## src/rtl/rca_ctrl_pkg.sv

```systemverilog
// Shared definitions for the nibble-serial add/subtract sequencer.
//   NIB_W      : width of the shared adder slice (one nibble)
//   state_t    : sequencer FSM encoding; 2'd3 is unused and recovers to IDLE
//   nib_count  : number of adder passes needed for a given operand width
package rca_ctrl_pkg;

    localparam int NIB_W = 4;

    typedef enum logic [1:0] {
        IDLE = 2'd0,
        RUN  = 2'd1,
        DONE = 2'd2
    } state_t;

    function automatic int nib_count(input int width);
        return width / NIB_W;
    endfunction

endpackage

```

## src/rtl/ripple_carry_adder.sv

```systemverilog
// Purely combinational 4-bit ripple-carry adder.
//   a, b  : nibble operands
//   cin   : carry in
//   sum   : a + b + cin, low 4 bits
//   cout  : carry out of bit 3
module ripple_carry_adder (
    input  logic [3:0] a,
    input  logic [3:0] b,
    input  logic       cin,
    output logic [3:0] sum,
    output logic       cout
);

    logic [4:0] carry;

    assign carry[0] = cin;

    generate
        for (genvar gi = 0; gi < 4; gi++) begin : g_fa
            assign sum[gi]     = a[gi] ^ b[gi] ^ carry[gi];
            assign carry[gi+1] = (a[gi] & b[gi]) | (carry[gi] & (a[gi] ^ b[gi]));
        end
    endgenerate

    assign cout = carry[4];

endmodule

```

## src/rtl/nibble_serial_add_ctrl.sv

```systemverilog
// Runs WIDTH-bit add/subtract operations through one shared 4-bit ripple-carry
// adder, one nibble per clock, LSB nibble first. The carry is held in a
// register between passes.
//   clk, rst_n           : clock (rising edge), asynchronous active-low reset
//   in_valid/in_ready    : operand request handshake
//   in_a, in_b, in_sub   : operands; in_sub=1 selects A-B
//   out_valid/out_ready  : result handshake
//   out_sum              : A+B or A-B modulo 2^WIDTH
//   out_cout             : add: carry out; sub: 1 = no borrow
//   out_ovf              : two's-complement signed overflow
//   busy                 : high while an operation is running or waiting to be taken
module nibble_serial_add_ctrl
    import rca_ctrl_pkg::*;
#(
    parameter int WIDTH = 16
) (
    input  logic             clk,
    input  logic             rst_n,
    input  logic             in_valid,
    output logic             in_ready,
    input  logic [WIDTH-1:0] in_a,
    input  logic [WIDTH-1:0] in_b,
    input  logic             in_sub,
    output logic             out_valid,
    input  logic             out_ready,
    output logic [WIDTH-1:0] out_sum,
    output logic             out_cout,
    output logic             out_ovf,
    output logic             busy
);

    localparam int NIBBLES = nib_count(WIDTH);
    localparam int IDX_W   = (NIBBLES > 1) ? $clog2(NIBBLES) : 1;
    localparam logic [IDX_W-1:0] LAST_IDX = IDX_W'(NIBBLES - 1);

    state_t state_reg, state_next;

    logic [WIDTH-1:0] a_reg;
    logic [WIDTH-1:0] bx_reg;      // B, or ~B for subtraction
    logic [WIDTH-1:0] sum_reg;
    logic [IDX_W-1:0] idx_reg;
    logic             carry_reg;
    logic             cout_reg;
    logic             ovf_reg;

    logic [NIB_W-1:0] rca_a;
    logic [NIB_W-1:0] rca_b;
    logic [NIB_W-1:0] rca_sum;
    logic             rca_cin;
    logic             rca_cout;

    logic accept;
    logic last_nib;

    assign accept   = (state_reg == IDLE) && in_valid;
    assign last_nib = (idx_reg == LAST_IDX);

    always_comb begin
        state_next = state_reg;
        in_ready   = 1'b0;
        out_valid  = 1'b0;
        busy       = 1'b0;
        rca_a      = '0;
        rca_b      = '0;
        rca_cin    = 1'b0;
        case (state_reg)
            IDLE: begin
                in_ready = 1'b1;
                if (in_valid) begin
                    state_next = RUN;
                end
            end
            RUN: begin
                busy    = 1'b1;
                rca_a   = a_reg[NIB_W*idx_reg +: NIB_W];
                rca_b   = bx_reg[NIB_W*idx_reg +: NIB_W];
                rca_cin = carry_reg;
                if (last_nib) begin
                    state_next = DONE;
                end
            end
            DONE: begin
                busy      = 1'b1;
                out_valid = 1'b1;
                if (out_ready) begin
                    state_next = IDLE;
                end
            end
            default: begin
                state_next = IDLE;
            end
        endcase
    end

    always_ff @(posedge clk or negedge rst_n) begin
        if (!rst_n) begin
            state_reg <= IDLE;
        end else begin
            state_reg <= state_next;
        end
    end

    always_ff @(posedge clk or negedge rst_n) begin
        if (!rst_n) begin
            a_reg     <= '0;
            bx_reg    <= '0;
            sum_reg   <= '0;
            idx_reg   <= '0;
            carry_reg <= 1'b0;
            cout_reg  <= 1'b0;
            ovf_reg   <= 1'b0;
        end else if (accept) begin
            // Subtraction is A + ~B + 1: invert B here and seed the carry with 1.
            a_reg     <= in_a;
            bx_reg    <= in_sub ? ~in_b : in_b;
            carry_reg <= in_sub;
            idx_reg   <= '0;
        end else if (state_reg == RUN) begin
            sum_reg[NIB_W*idx_reg +: NIB_W] <= rca_sum;
            carry_reg <= rca_cout;
            idx_reg   <= idx_reg + IDX_W'(1);
            if (last_nib) begin
                cout_reg <= rca_cout;
                // Overflow: operands (after B inversion) share a sign that the result lacks.
                ovf_reg  <= (a_reg[WIDTH-1] == bx_reg[WIDTH-1]) &&
                            (rca_sum[NIB_W-1] != a_reg[WIDTH-1]);
            end
        end
    end

    ripple_carry_adder u_rca (
        .a    (rca_a),
        .b    (rca_b),
        .cin  (rca_cin),
        .sum  (rca_sum),
        .cout (rca_cout)
    );

    assign out_sum  = sum_reg;
    assign out_cout = cout_reg;
    assign out_ovf  = ovf_reg;

endmodule
```

## config.mk

```make
export PLATFORM = sky130hd
export DESIGN_NAME = nibble_serial_add_ctrl
export DESIGN_NICKNAME = d
export VERILOG_FILES = /design/src/rtl/rca_ctrl_pkg.sv /design/src/rtl/ripple_carry_adder.sv /design/src/rtl/nibble_serial_add_ctrl.sv
export SDC_FILE = /design/constraint.sdc
export NUM_CORES = 1
export LEC_CHECK = 0
export CORE_MARGIN = 2
export CORE_UTILIZATION = 35
export DETAILED_ROUTE_END_ITERATION = 12
export PLACE_DENSITY = 0.55
export SYNTH_ARGS = -nofsm -noshare
export SYNTH_HDL_FRONTEND = slang
export SYNTH_SLANG_ARGS = --single-unit
```

## constraint.sdc

```tcl
create_clock -name clk -period 3.5 [get_ports clk]
set_clock_uncertainty 0.05 [all_clocks]
set_input_delay 0.7 -clock clk [delete_from_list [all_inputs] [get_ports clk]]
set_output_delay 0.7 -clock clk [all_outputs]
set_load 0.02 [all_outputs]
```

Yosys cells after proc, flatten, opt, wreduce, memory -nomap -nowiden
Index checks and enable logic that the tools add are counted.
W data, S select, Z words.
- register bits: 55
- input port bits: 37
- logic and storage cells: 68
- $add $sub $neg: 2
- equality and inequality tests: 8
- shift operators: 4
- mux-type cells: 16
- bitwise gates (word level): 22
- reductions and logical operators: 8
- operators with widths (operator ; number):
    $neg A4 Y34 ; 1
    $shift A4 B34 Y16 const A ; 1
    $shiftx A4 B34 Y16 ; 1
    $shiftx A16 B5 Y4 ; 2
    $bwmux W16 ; 1
    $mux W16 ; 1
    $not A16 Y16 ; 1
    $mux W2 ; 5
    $and A1 B1 Y1 ; 8
    $mux W4 ; 2
    $xor A1 B1 Y1 ; 8
    $mux W1 ; 6
    $ne A2 B2 Y1 const B ; 3
    $pmux W2 S3 ; 1
    $reduce_and A3 Y1 ; 2
    $eq A2 B2 Y1 const B ; 2
    $or A1 B1 Y1 ; 4
    $add A2 B1 Y2 const B ; 1
    $eq A2 B1 Y1 const B ; 1
    $logic_and A1 B1 Y1 ; 2
    $logic_not A2 Y1 ; 1
    $reduce_and A2 Y1 ; 1
    $reduce_bool A2 Y1 ; 1
    $reduce_or A2 Y1 ; 1
    3 further kinds ; 3

Depth between registers and ports, before layout
Gate-level depths: netlist of run 1.
- depth in word-level cells: 13
- gate-level depth with buffers: 13
- gate-level depth less buffers: 12

By module
A second synthesis of run 1 with hierarchy kept.
- cells, all modules: 229
- area, all modules: 2767.7 um2
- by module, submodules not included (module ; times used ; cells an instance ; area each (um2) ; sequential area each (um2)):
    nibble_serial_add_ctrl ; 1 ; 215 ; 2650.0 ; 1376.3
    ripple_carry_adder ; 1 ; 14 ; 117.6 ; 0.0

Worst setup path after synthesis of run 1
No wires, ideal clock.
- path type: register to register
- start: reg idx_reg[0]
- end: reg ovf_reg (netlist: out_ovf)
- arrival: 2981 ps
- slack: 344 ps
- stages on the path, launching flop included: 13
- buffers on the path: 1
- path through: dfrtp_1 > buf_6 > mux4_1 > and2_1 > fa_1 > inv_1 > fa_1 > fa_1 > inv_1 > fa_1 > nand2b_1 > o22ai_1 > mux2_2
- cells in the longest elaborated chain, start to end: 12
- ends and longest elaborated chain (item ; RTL line ; source):
    start, declared ; nibble_serial_add_ctrl.sv:41 ; logic [IDX_W-1:0] idx_reg;
    start signal, assigned ; nibble_serial_add_ctrl.sv:121 ; idx_reg <= idx_reg + IDX_W'(1);
    $shiftx A16 B5 Y4 (on tied branches) ; nibble_serial_add_ctrl.sv:75, nibble_serial_add_ctrl.sv:76 ;
    $mux W4 ; nibble_serial_add_ctrl.sv:66 ; case (state_reg)
    $xor A1 B1 Y1 ; ripple_carry_adder.sv:21 ; assign carry[gi+1] = (a[gi] & b[gi]) | (carry[gi] & (a[gi] ^ b[gi]));
    $and A1 B1 Y1 ; ripple_carry_adder.sv:21 ;
    $or A1 B1 Y1 ; ripple_carry_adder.sv:21 ;
    $and A1 B1 Y1 ; ripple_carry_adder.sv:21 ;
    $or A1 B1 Y1 ; ripple_carry_adder.sv:21 ;
    $and A1 B1 Y1 ; ripple_carry_adder.sv:21 ;
    $or A1 B1 Y1 ; ripple_carry_adder.sv:21 ;
    $xor A1 B1 Y1 ; ripple_carry_adder.sv:20 ; assign sum[gi] = a[gi] ^ b[gi] ^ carry[gi];
    $ne A1 B1 Y1 ; nibble_serial_add_ctrl.sv:126 ; (rca_sum[NIB_W-1] != a_reg[WIDTH-1]);
    $logic_and A1 B1 Y1 ; nibble_serial_add_ctrl.sv:125 ; ovf_reg <= (a_reg[WIDTH-1] == bx_reg[WIDTH-1]) &&
    end signal, assigned ; nibble_serial_add_ctrl.sv:125 ;
    end, declared ; nibble_serial_add_ctrl.sv:44 ; logic ovf_reg;
Several ways; a longest one is shown, not always the timed one.
A chain may end at the register's enable or synchronous reset.

Worst setup path after layout of run 1
Same ends and word-level chain as after synthesis.

==> metrics, run 1 <==
CTS tree done; PortBufs 57; measured slew at the worst slew-check pin 0.9228 ns; status completed; CTS Hold Bufs 0; core area 7687 µm²; CP max FO 6; Post-Synth XOR/XNOR Area 0.05389; Synth Area in Compound Gates 0.07880; Initial Utilization 0.3594; Worst-Skew Late Latency 0.31 ns; Post-CTS Setup Bufs 0; drt initial violations 71; Yosys cell types 31; max cap viols 0; ys async rst share 1.000; DRC 0; sequential fraction of the synthesis area 0.4982; Final Hold Vio Count 0; total CTS buffers 5; Final Cycle Share 0.9221; adder-cell share of the synthesized area 0.07428; Clk pin slew, worst setup/hold paths 0.10 ns; YS warnings 0; Synth top cells by count 55 x dfrtp_1, 39 x nand2_1, 24 x o21ai_0; Worst slew margin 0.3848; ys flop type dfrtp_1; DIE AREA 8620 µm²; cell count after synthesis 230; endpoint class of the critical path register; Worst VDD drop 0.0003182 V; Post-synth EDFFs 0; crit path launch type register; antenna cells 0; Die Ht 92.85 µm; Fmax 0.3098 GHz; CTS Sinks 55; top-count cell post-synth dfrtp_1; count of final setup violators 0; Syn Area/Cell 12.01 µm²; Vias/cell 4.781; # IOs 58; H-tree depth 2; FP Rows 32; largest family of logic cells by synthesized area multiplexers; RSZ-0062 raised after global routing no; max incr delay on CP 0.57 ns; Max Slew Vio Count 0; hold slack final 0.4302 ns; CP most frequent cell fa_1; min Tclk post-route 3.227 ns; # resized after CTS 0; Synth Area in Simple Gates 0.09647; Lkg Pwr 1.514 nW; Pwr per Cell Area 838.7 nW/µm²; dpl hpwl 4211 µm; Synth Register Bits 55; slowest CP cell mux4_1; GR Util All Layers 0.1400; WL final 5646 µm; syn nets 281; DRT antenna net count 0; initial antenna violation count 0; Yosys top cell area share 0.4982; WP buf/inv 2; first-pass GRT wire length 9432 µm; WL per Instance 14.40 µm; gpl congestion 0.7970; Area Overhead vs Synth 29.26%; largest net degree at the start of global routing 51; top post-synthesis cells by area dfrtp_1 50%, mux2_2 8.2%, xnor2_1 5.4%, nand2_1 5.3%, mux4_1 4.8%; Worst EP required 3.65 ns; 1st-pass router iterations 4; critical path class reg -> reg; Cell Area, Synth 2763 µm²; final net count 340; grt total ovfl 0; Longest Clk Path Bufs 2; Util after Layout 0.4645; setup TNS 0 ns; worst hold path type reg -> reg; vias in the first global route 1,902; proportion of layout cells with a drive suffix above 1 0.1345; Yosys top cell by area dfrtp_1; critical path, cell by cell mux4_1, and2_1, fa_1, inv_1, fa_1, fa_1, inv_1, fa_1, nand2b_1, o22ai_1, mux2_2; Top delay family on crit path adder cells; CP arrival 3.38 ns; CTS root buffer clkbuf_8; vias 1,874; post-synthesis mux area share 0.1608; Chip Width 92.85 µm
## routing by layer
| layer | global-route usage | vias to the layer above | part of all wire |
|---|---|---|---|
| met5 | 0 | - | 0 |
| met4 | 0.02941 | 0 | 0.0078 |
| li1 | - | 917 | - |
| met1 | 0.1951 | 906 | 0.47 |
| met3 | 0.03173 | 5 | 0.046 |
| met2 | 0.2246 | 46 | 0.48 |
## cell usage in the layout (no fill, tap or decap), drive strengths merged, types with 3 or more instances in the layout
master,n
dfrtp,55
buf,8
a21oi,3
inv,8
nand2,39
a22o,6
fa,4
mux2,20
o21ai,24
xnor2,17
mux4,8
and2,5
clkdlybuf4s50,56
ha,10
clkbuf,5
## power breakdown
group | total [W] | internal [W] | switching, W
registers | 0.00108 | 0.000916 | 0.000166
clock network | 0.000500 | 0.000285 | 0.000215
logic | 0.00141 | 0.000706 | 0.000707
total | 0.00300 | 0.00191 | 0.00109
## stage by stage
stage | power (W) | setup slack [ns] | std cells | instance area [µm²]
2_1_floorplan | 0.002027 | 0.3440 | 230 | 2763
3_3_place_gp | 0.002517 | 0.3457 | 384 | 3435
3_5_place_dp | 0.002541 | 0.2669 | 384 | 3435
4_1_cts | 0.003040 | 0.2455 | 392 | 3571
5_1_grt | 0.003222 | 0.1188 | 392 | 3571
6_report | 0.002995 | 0.2725 | 392 | 3571
## layout make-up
cell class,count,area [µm²]
Inverter,8,30.03
Tap cell,102,127.6
Sequential cell,55,1376
Timing Repair Buffer,64,618.1
Multi-Input combinational cell,155,1282
Fill cell,733,4116
Clock buffer,5,68.82
Clock inverter,3,67.56
## path summary, 6_finish.rpt
| check | from | end | slack, ns | depth (start not counted) |
|---|---|---|---|---|
| min in group asynchronous | rst_n | out_sum[3]$_DFFE_PN0P_ | 0.47 | 1 |
| min | out_sum[1]$_DFFE_PN0P_ | out_sum[1]$_DFFE_PN0P_ | 0.43 | 2 |
| max in group asynchronous | rst_n | a_reg[12]$_DFFE_PN0P_ | 2.26 | 2 |
| min reg2reg | out_sum[1]$_DFFE_PN0P_ | out_sum[1]$_DFFE_PN0P_ | 0.43 | 2 |
| max reg2reg | idx_reg[0]$_DFFE_PN0P_ | out_ovf$_DFFE_PN0P_ | 0.27 | 11 |
| max | idx_reg[0]$_DFFE_PN0P_ | out_ovf$_DFFE_PN0P_ | 0.27 | 11 |
## kinds of logic after synthesis
kind of cell,count (synthesis)
muxes,30
adders and majority gates,14
buffers and inverters,20
AOI/OAI and AO/OA,37
xor gates and xnor gates,17
DFF,55
and+or+nand+nor,57
## worst reg2reg max path, stage by stage (launching register included)
cell      delay (ns)
dfrtp_1         0.42
mux4_1          0.57
and2_1          0.19
fa_1            0.42
inv_1           0.08
fa_1            0.17
fa_1            0.16
inv_1           0.05
fa_1            0.55
nand2b_1        0.12
o22ai_1         0.08
mux2_2          0.26
Power figures use the tool's default switching activity.
==> inputs of run 2 (changes only) <==
--- a/config.mk
+++ b/config.mk
@@ -7,6 +7,7 @@
 export LEC_CHECK = 0
 export CORE_MARGIN = 2
 export CORE_UTILIZATION = 35
+export CTS_CLUSTER_SIZE = 14
 export DETAILED_ROUTE_END_ITERATION = 12
 export PLACE_DENSITY = 0.55
 export SYNTH_ARGS = -nofsm -noshare
==> results of run 2 <==
Same layout as run 1: the final DEF is identical, and so are final timing and power.
